$ cat src/rtl/input_front_end_pkg.sv
// Shared definitions for the board input front end: entry FSM states and KEY bit roles.
package input_front_end_pkg;

  typedef enum logic [1:0] {
    IDLE       = 2'd0,
    GOT_AMOUNT = 2'd1,
    READY      = 2'd2
  } fe_state_t;

  localparam int NUM_KEYS   = 4;
  localparam int SW_WIDTH   = 10;
  localparam int KEY_START  = 0;
  localparam int KEY_LOAD   = 1;
  localparam int KEY_UNUSED = 2;
  localparam int KEY_CANCEL = 3;

endpackage

$ cat src/rtl/input_front_end_key_debounce.sv
// Debouncer for one synchronized active-low KEY line; emits a one-cycle pulse per accepted press.
module key_debounce #(
  parameter int DEBOUNCE_CYCLES = 500000
) (
  input  logic clock,
  input  logic resetn,
  input  logic level_sync_n,
  output logic level_n,
  output logic press
);

  localparam int CW = $clog2(DEBOUNCE_CYCLES + 1);
  localparam logic [CW-1:0] LAST = CW'(DEBOUNCE_CYCLES - 1);

  logic [CW-1:0] count;

  // NOTE: state lives in always_ff with non-blocking updates and an async reset
  // branch, so every flop samples the same pre-edge values with no ordering races.
  always_ff @(posedge clock or negedge resetn) begin
    if (!resetn) begin
      level_n <= 1'b1;
      count   <= '0;
      press   <= 1'b0;
    end else begin
      press <= 1'b0;
      if (level_sync_n == level_n) begin
        count <= '0;
      end else if (count == LAST) begin
        level_n <= level_sync_n;
        count   <= '0;
        press   <= ~level_sync_n;   // only the 1->0 acceptance is a press
      end else begin
        count <= count + 1'b1;
      end
    end
  end

endmodule

$ cat src/rtl/input_front_end.sv
// Board input front end: KEY/SW synchronization, debouncing and amount/key/player entry FSM.
// Optional KEY[0] auto-repeat is enabled by defining INPUT_FRONT_END_AUTOREPEAT_EN.
module input_front_end
  import input_front_end_pkg::*;
#(
  parameter int DEBOUNCE_CYCLES = 500000,
  parameter int REPEAT_CYCLES   = 25000000
) (
  input  logic                clock,
  input  logic                resetn,
  input  logic [NUM_KEYS-1:0] key_n,
  input  logic [SW_WIDTH-1:0] sw,
  output logic                start_pulse,
  output logic [7:0]          amount_out,
  output logic [7:0]          key_out,
  output logic                player_out,
  output logic                entry_valid,
  input  logic                entry_ready
);

  logic [NUM_KEYS-1:0] key_meta, key_sync;
  logic [SW_WIDTH-1:0] sw_meta, sw_sync;
  logic [NUM_KEYS-1:0] level_n, press;
  fe_state_t           state;

  // Keys idle high (released) out of reset so no phantom press is seen.
  always_ff @(posedge clock or negedge resetn) begin
    if (!resetn) begin
      key_meta <= '1;
      key_sync <= '1;
      sw_meta  <= '0;
      sw_sync  <= '0;
    end else begin
      key_meta <= key_n;
      key_sync <= key_meta;
      sw_meta  <= sw;
      sw_sync  <= sw_meta;
    end
  end

  for (genvar i = 0; i < NUM_KEYS; i++) begin : g_key
    key_debounce #(
      .DEBOUNCE_CYCLES(DEBOUNCE_CYCLES)
    ) u_key_debounce (
      .clock        (clock),
      .resetn       (resetn),
      .level_sync_n (key_sync[i]),
      .level_n      (level_n[i]),
      .press        (press[i])
    );
  end

`ifdef INPUT_FRONT_END_AUTOREPEAT_EN
  localparam int RW = $clog2(REPEAT_CYCLES + 1);
  localparam logic [RW-1:0] REPEAT_LAST = RW'(REPEAT_CYCLES - 1);

  logic [RW-1:0] repeat_count;
  logic          repeat_pulse;

  // Counter restarts whenever the key is released, so repeats are phased to the initial press.
  always_ff @(posedge clock or negedge resetn) begin
    if (!resetn) begin
      repeat_count <= '0;
      repeat_pulse <= 1'b0;
    end else if (level_n[KEY_START]) begin
      repeat_count <= '0;
      repeat_pulse <= 1'b0;
    end else if (repeat_count == REPEAT_LAST) begin
      repeat_count <= '0;
      repeat_pulse <= 1'b1;
    end else begin
      repeat_count <= repeat_count + 1'b1;
      repeat_pulse <= 1'b0;
    end
  end

  assign start_pulse = press[KEY_START] | repeat_pulse;
`else
  assign start_pulse = press[KEY_START];
`endif

  always_ff @(posedge clock or negedge resetn) begin
    if (!resetn) begin
      state       <= IDLE;
      amount_out  <= '0;
      key_out     <= '0;
      player_out  <= 1'b0;
      entry_valid <= 1'b0;
    end else if (press[KEY_CANCEL]) begin
      state       <= IDLE;
      amount_out  <= '0;
      key_out     <= '0;
      player_out  <= 1'b0;
      entry_valid <= 1'b0;
    end else begin
      unique case (state)
        IDLE: begin
          if (press[KEY_LOAD]) begin
            amount_out <= sw_sync[7:0];
            player_out <= sw_sync[8];
            state      <= GOT_AMOUNT;
          end
        end
        GOT_AMOUNT: begin
          if (press[KEY_LOAD]) begin
            key_out     <= sw_sync[7:0];
            entry_valid <= 1'b1;
            state       <= READY;
          end
        end
        READY: begin
          if (entry_ready) begin
            entry_valid <= 1'b0;
            state       <= IDLE;
          end
        end
        default: begin
          state       <= IDLE;
          entry_valid <= 1'b0;
        end
      endcase
    end
  end

  logic unused;
  assign unused = ^{sw_sync[9], press[KEY_UNUSED], level_n, REPEAT_CYCLES[0]};

endmodule

$ cat config.mk
export PLATFORM = sky130hd
export DESIGN_NAME = input_front_end
export DESIGN_NICKNAME = d
export VERILOG_FILES = /design/src/rtl/input_front_end_pkg.sv /design/src/rtl/input_front_end_key_debounce.sv /design/src/rtl/input_front_end.sv
export SDC_FILE = /design/constraint.sdc
export NUM_CORES = 1
export LEC_CHECK = 0
export CAP_MARGIN = 10
export CORE_ASPECT_RATIO = 0.6
export CORE_MARGIN = 2
export CORE_UTILIZATION = 45
export DETAILED_ROUTE_END_ITERATION = 8
export DONT_BUFFER_PORTS = 1
export SYNTH_ARGS = -nofsm -noshare
export SYNTH_HDL_FRONTEND = slang
export SYNTH_HIERARCHICAL = 1
export SYNTH_SLANG_ARGS = --single-unit
$ cat constraint.sdc
create_clock -name clock -period 2.4 [get_ports clock]
set_input_delay 0.48 -clock clock [delete_from_list [all_inputs] [get_ports clock]]
set_output_delay 0.48 -clock clock [all_outputs]
set_load 0.01 [all_outputs]
==> summary.txt <==
Timing
  • Final setup skew: around 0.0088 ns
  • Final count of pins violating max slew: 0
  • Setup Viol. Count Final: 0
  • Unrepaired setup endpoints after global routing: false
  • Hold Violations, Final: between 90 and 100
  • Period Utilization, post-route: 0.845
  • Setup TNS: 0 ns
  • Final period demand of the worst path: 2.03 ns
  • Final-layout worst hold slack: -0.166 ns
  • F_max: between 400 and 500 MHz
  • Transition at the pin with the smallest max-transition slack: around 0.65 ns
  • Max_slew headroom: 0.563

CTS
  • Total of cells resized after clock tree synthesis: 0
  • Maximum level of the CTS H-tree: 3
  • Largest buffer count on any clock path: 2
  • Clock sink count: roughly 110
  • Clock tree from TritonCTS: built
  • Number of CTS-inserted buffers: 9
  • Clock latency reported for the late side of the worst-skew pair: 0.34 ns
  • Root buffer cell: clkbuf_16
  • Clk slew on worst S/H paths: 0.07 ns
  • Post-CTS setup-driven buffer insertion count: 0

Routing
  • Final wirelength: about 8.6 mm
  • Iteration count of the initial detailed-routing pass: 4
  • Count of antenna-violating nets left after detailed routing: 0
  • Number of vias after detailed routing: approximately 3000
  • Drt drc: 0
  • Detailed-route wire length per cell: 15.1 microns
  • Vias per Instance: approximately 5.3
  • Drt initial violations: about 200

Final layout
  • Layout fillers: approximately 900
  • Diodes inserted: 0
  • Share of cells above drive strength 1: 0.123
  • Net count of the finished layout: approximately 450
  • Area growth, synth to finish: 9.90%

Worst setup path
  • Element type at the critical path start: register
  • Data arrival time at the worst-slack endpoint: around 2.3 ns
  • CP Data Required Time: 2.63 ns
  • Endpoint type of the worst setup path: register
  • Crit-path max FO: 6
  • Class of the most critical setup path: register to register

Global route
  • Largest net degree at the start of global routing: 108
  • GRT Residual Overflow: 0
  • Total Routing Usage GR: 0.165
  • Via count of the first global-routing pass: ~3000
  • Number of antenna violations at the first check in global routing: 0
  • Global-route wire length before repair: around 15 mm

Power
  • Pint: about 2700 uW
  • Power per unit of standard cell area: 662 nW/um^2
  • Combinational cell fraction of total power: 0.016
  • Peak supply drop: around 370 uV
  • Clock network fraction of total power: 0.446
  • Reg power frac: 0.538
  • Net switching fraction of the power: 0.214
  • PnR Total Power: between 3000 and 4000 uW
  • Net switching power of the design: 741 uW
  • Leakage power of the design: approximately 0.0021 uW

Synthesis
  • Synth unique cells: 44
  • Async S/R FF share, synth: 1.00
  • Mean cell area of the mapped netlist: approximately 11 sq um
  • Flip-flop and latch count after synthesis: approximately 110
  • EDFF count, synth: 0
  • Gate Count Post-Synth: between 400 and 500
  • Post-synthesis cell area: between 4000 and 5000 sq um
  • Ys Warns: 6
  • Post-Syn Nets: roughly 440
  • Most frequently used flop master after synthesis: dfrtp_1
  • Sequential area share after synthesis: 0.564

Die
  • Full die area: 11500 sq um
  • Count of standard-cell rows: 29
  • Die width: roughly 140 microns
  • Ports placed on the boundary: 36
  • Starting density of the core: 0.456
  • Core Region: around 10000 sq um
  • Chip height: around 84 microns

Place
  • Dpl hpwl: 5.91 mm
  • Number of buffers added on ports: 0
  • Gp weighted congestion: slightly above 0.8

Status
  • Run status: finished, violations left
  • Violations in the final reports: negative hold slack

Job
  • Max Cap Violations: 0

Hold path
  • Worst hold path type: primary input to async pin
==> per-layer routing <==
layer	global-route usage	part of all wire	vias to the layer above
met3	0.0449	0.046	8
met4	0.0450	0.0086	0
met2	0.229	0.42	50
met5	0	0	-
met1	0.252	0.52	1468
li1	-	-	1471
==> critical path, cell delays in order, from the launching register on <==
cell	delay (ns)
dfrtp_1	0.42
ha_1	0.26
nand4_1	0.27
nor4_1	0.67
a31o_2	0.24
a21oi_1	0.05
==> per-stage QoR <==
| stage | area (sq um) | hold slack [ns] | util | worst slack (ns) | instances |
|---|---|---|---|---|---|
| 5_1_grt | 5240 | -0.193 | 0.501 | 0.161 | 570 |
| 6_report | 5240 | -0.166 | 0.501 | 0.371 | 570 |
| 3_5_place_dp | 4920 | 0.189 | 0.471 | 0.410 | 554 |
| 3_3_place_gp | 4920 | 0.189 | 0.471 | 0.457 | 554 |
| 2_1_floorplan | 4760 | 0.184 | - | 0.692 | 421 |
| 4_1_cts | 5240 | -0.182 | 0.501 | 0.386 | 570 |
==> power by group through the flow <==
stage / sequential, uW / combinational (uW) / clock [uW]
2_1_floorplan: 1890 / 48.4 / 0
3_3_place_gp: 1900 / 55.8 / 0
3_5_place_dp: 1900 / 56.4 / 0
4_1_cts: 1860 / 56.7 / 1590
5_1_grt: 1870 / 64.4 / 1670
6_report: 1860 / 55.6 / 1540
==> cell type report <==
cell class | instances | area [sq um] | area share
Clock buffer | 10 | 239 | 0.0457
Clock inverter | 6 | 78.8 | 0.0151
Inverter | 8 | 30.0 | 0.00574
Multi-Input combinational cell | 294 | 1980 | 0.378
Sequential cell | 107 | 2690 | 0.514
Tap cell | 139 | 174 | 0.0332
Timing Repair Buffer | 6 | 45.0 | 0.00860
==> flip-flops by register name, indices dropped and copies added, names as in the netlist <==
signal and cells:
amount_out 8, entry_valid 1, g_key.u_key_debounce/count 57, g_key.u_key_debounce/level_n 3, g_key.u_key_debounce/press 3, key_meta 3
key_out 8, key_sync 3, player_out 1, state 2, sw_meta 9, sw_sync 9
==> cell usage in the layout, fill, tap and decap left out, types with 3 or more instances in the layout <==
cell and n:
a21oi_1 5, and3_1 3, and4_1 4, buf_4 6, clkbuf_16 9, dfrtp_1 98
dfstp_2 9, ha_1 3, inv_1 8, mux2_2 3, mux2i_1 18, nand2_1 21
nand2b_1 26, nand3_1 14, nand4_1 22, nand4_2 3, nor2_1 58, nor3_1 17
nor4_1 11, nor4b_1 5, o21ai_0 4, xnor2_1 36, xor2_1 14
==> synthesized netlist by cell type, types with 4 or more instances <==
cell,number,area share
nand2b_1,26,0.034
nor4b_1,5,0.0092
xor2_1,14,0.026
nand3_1,14,0.015
a21oi_1,5,0.0053
nor3_1,17,0.018
xnor2_1,36,0.066
o21ai_0,4,0.0042
nor4_1,11,0.014
nand4_1,22,0.029
nor2_1,58,0.046
nand2_1,21,0.017
inv_1,8,0.0063
dfrtp_1,98,0.51
and4_1,4,0.0074
dfstp_2,9,0.050
mux2i_1,18,0.038
==> worst paths after layout <==
path | endpoint | slack, ns | startpoint | cells after the start
max in group asynchronous | g_key[0].u_key_debounce/level_n$_DFFE_PN1P_ | 2.33 | resetn | 0
worst min-delay path | g_key[1].u_key_debounce/count[1]$_DFF_PN0_ | -0.17 | resetn | 0
min in group clock | key_meta[0]$_DFF_PN1_ | 0.13 | key_n[0] | 0
worst max register to register | g_key[3].u_key_debounce/count[18]$_DFF_PN0_ | 0.37 | g_key[3].u_key_debounce/count[1]$_DFF_PN0_ | 5
worst min register to register | sw_sync[4]$_DFF_PN0_ | 0.35 | sw_meta[4]$_DFF_PN0_ | 0
worst max-delay path | g_key[3].u_key_debounce/count[18]$_DFF_PN0_ | 0.37 | g_key[3].u_key_debounce/count[1]$_DFF_PN0_ | 5
==> cell families after synthesis <==
logic type	synth area share
buffers and inverters	0.0210
xor gates and xnor gates	0.0919
AOI/OAI and AO/OA	0.0323
adders and majority gates	0.00788
muxes	0.0449
and+or+nand+nor	0.237
DFF	0.564
Power figures use the tool's default switching activity.
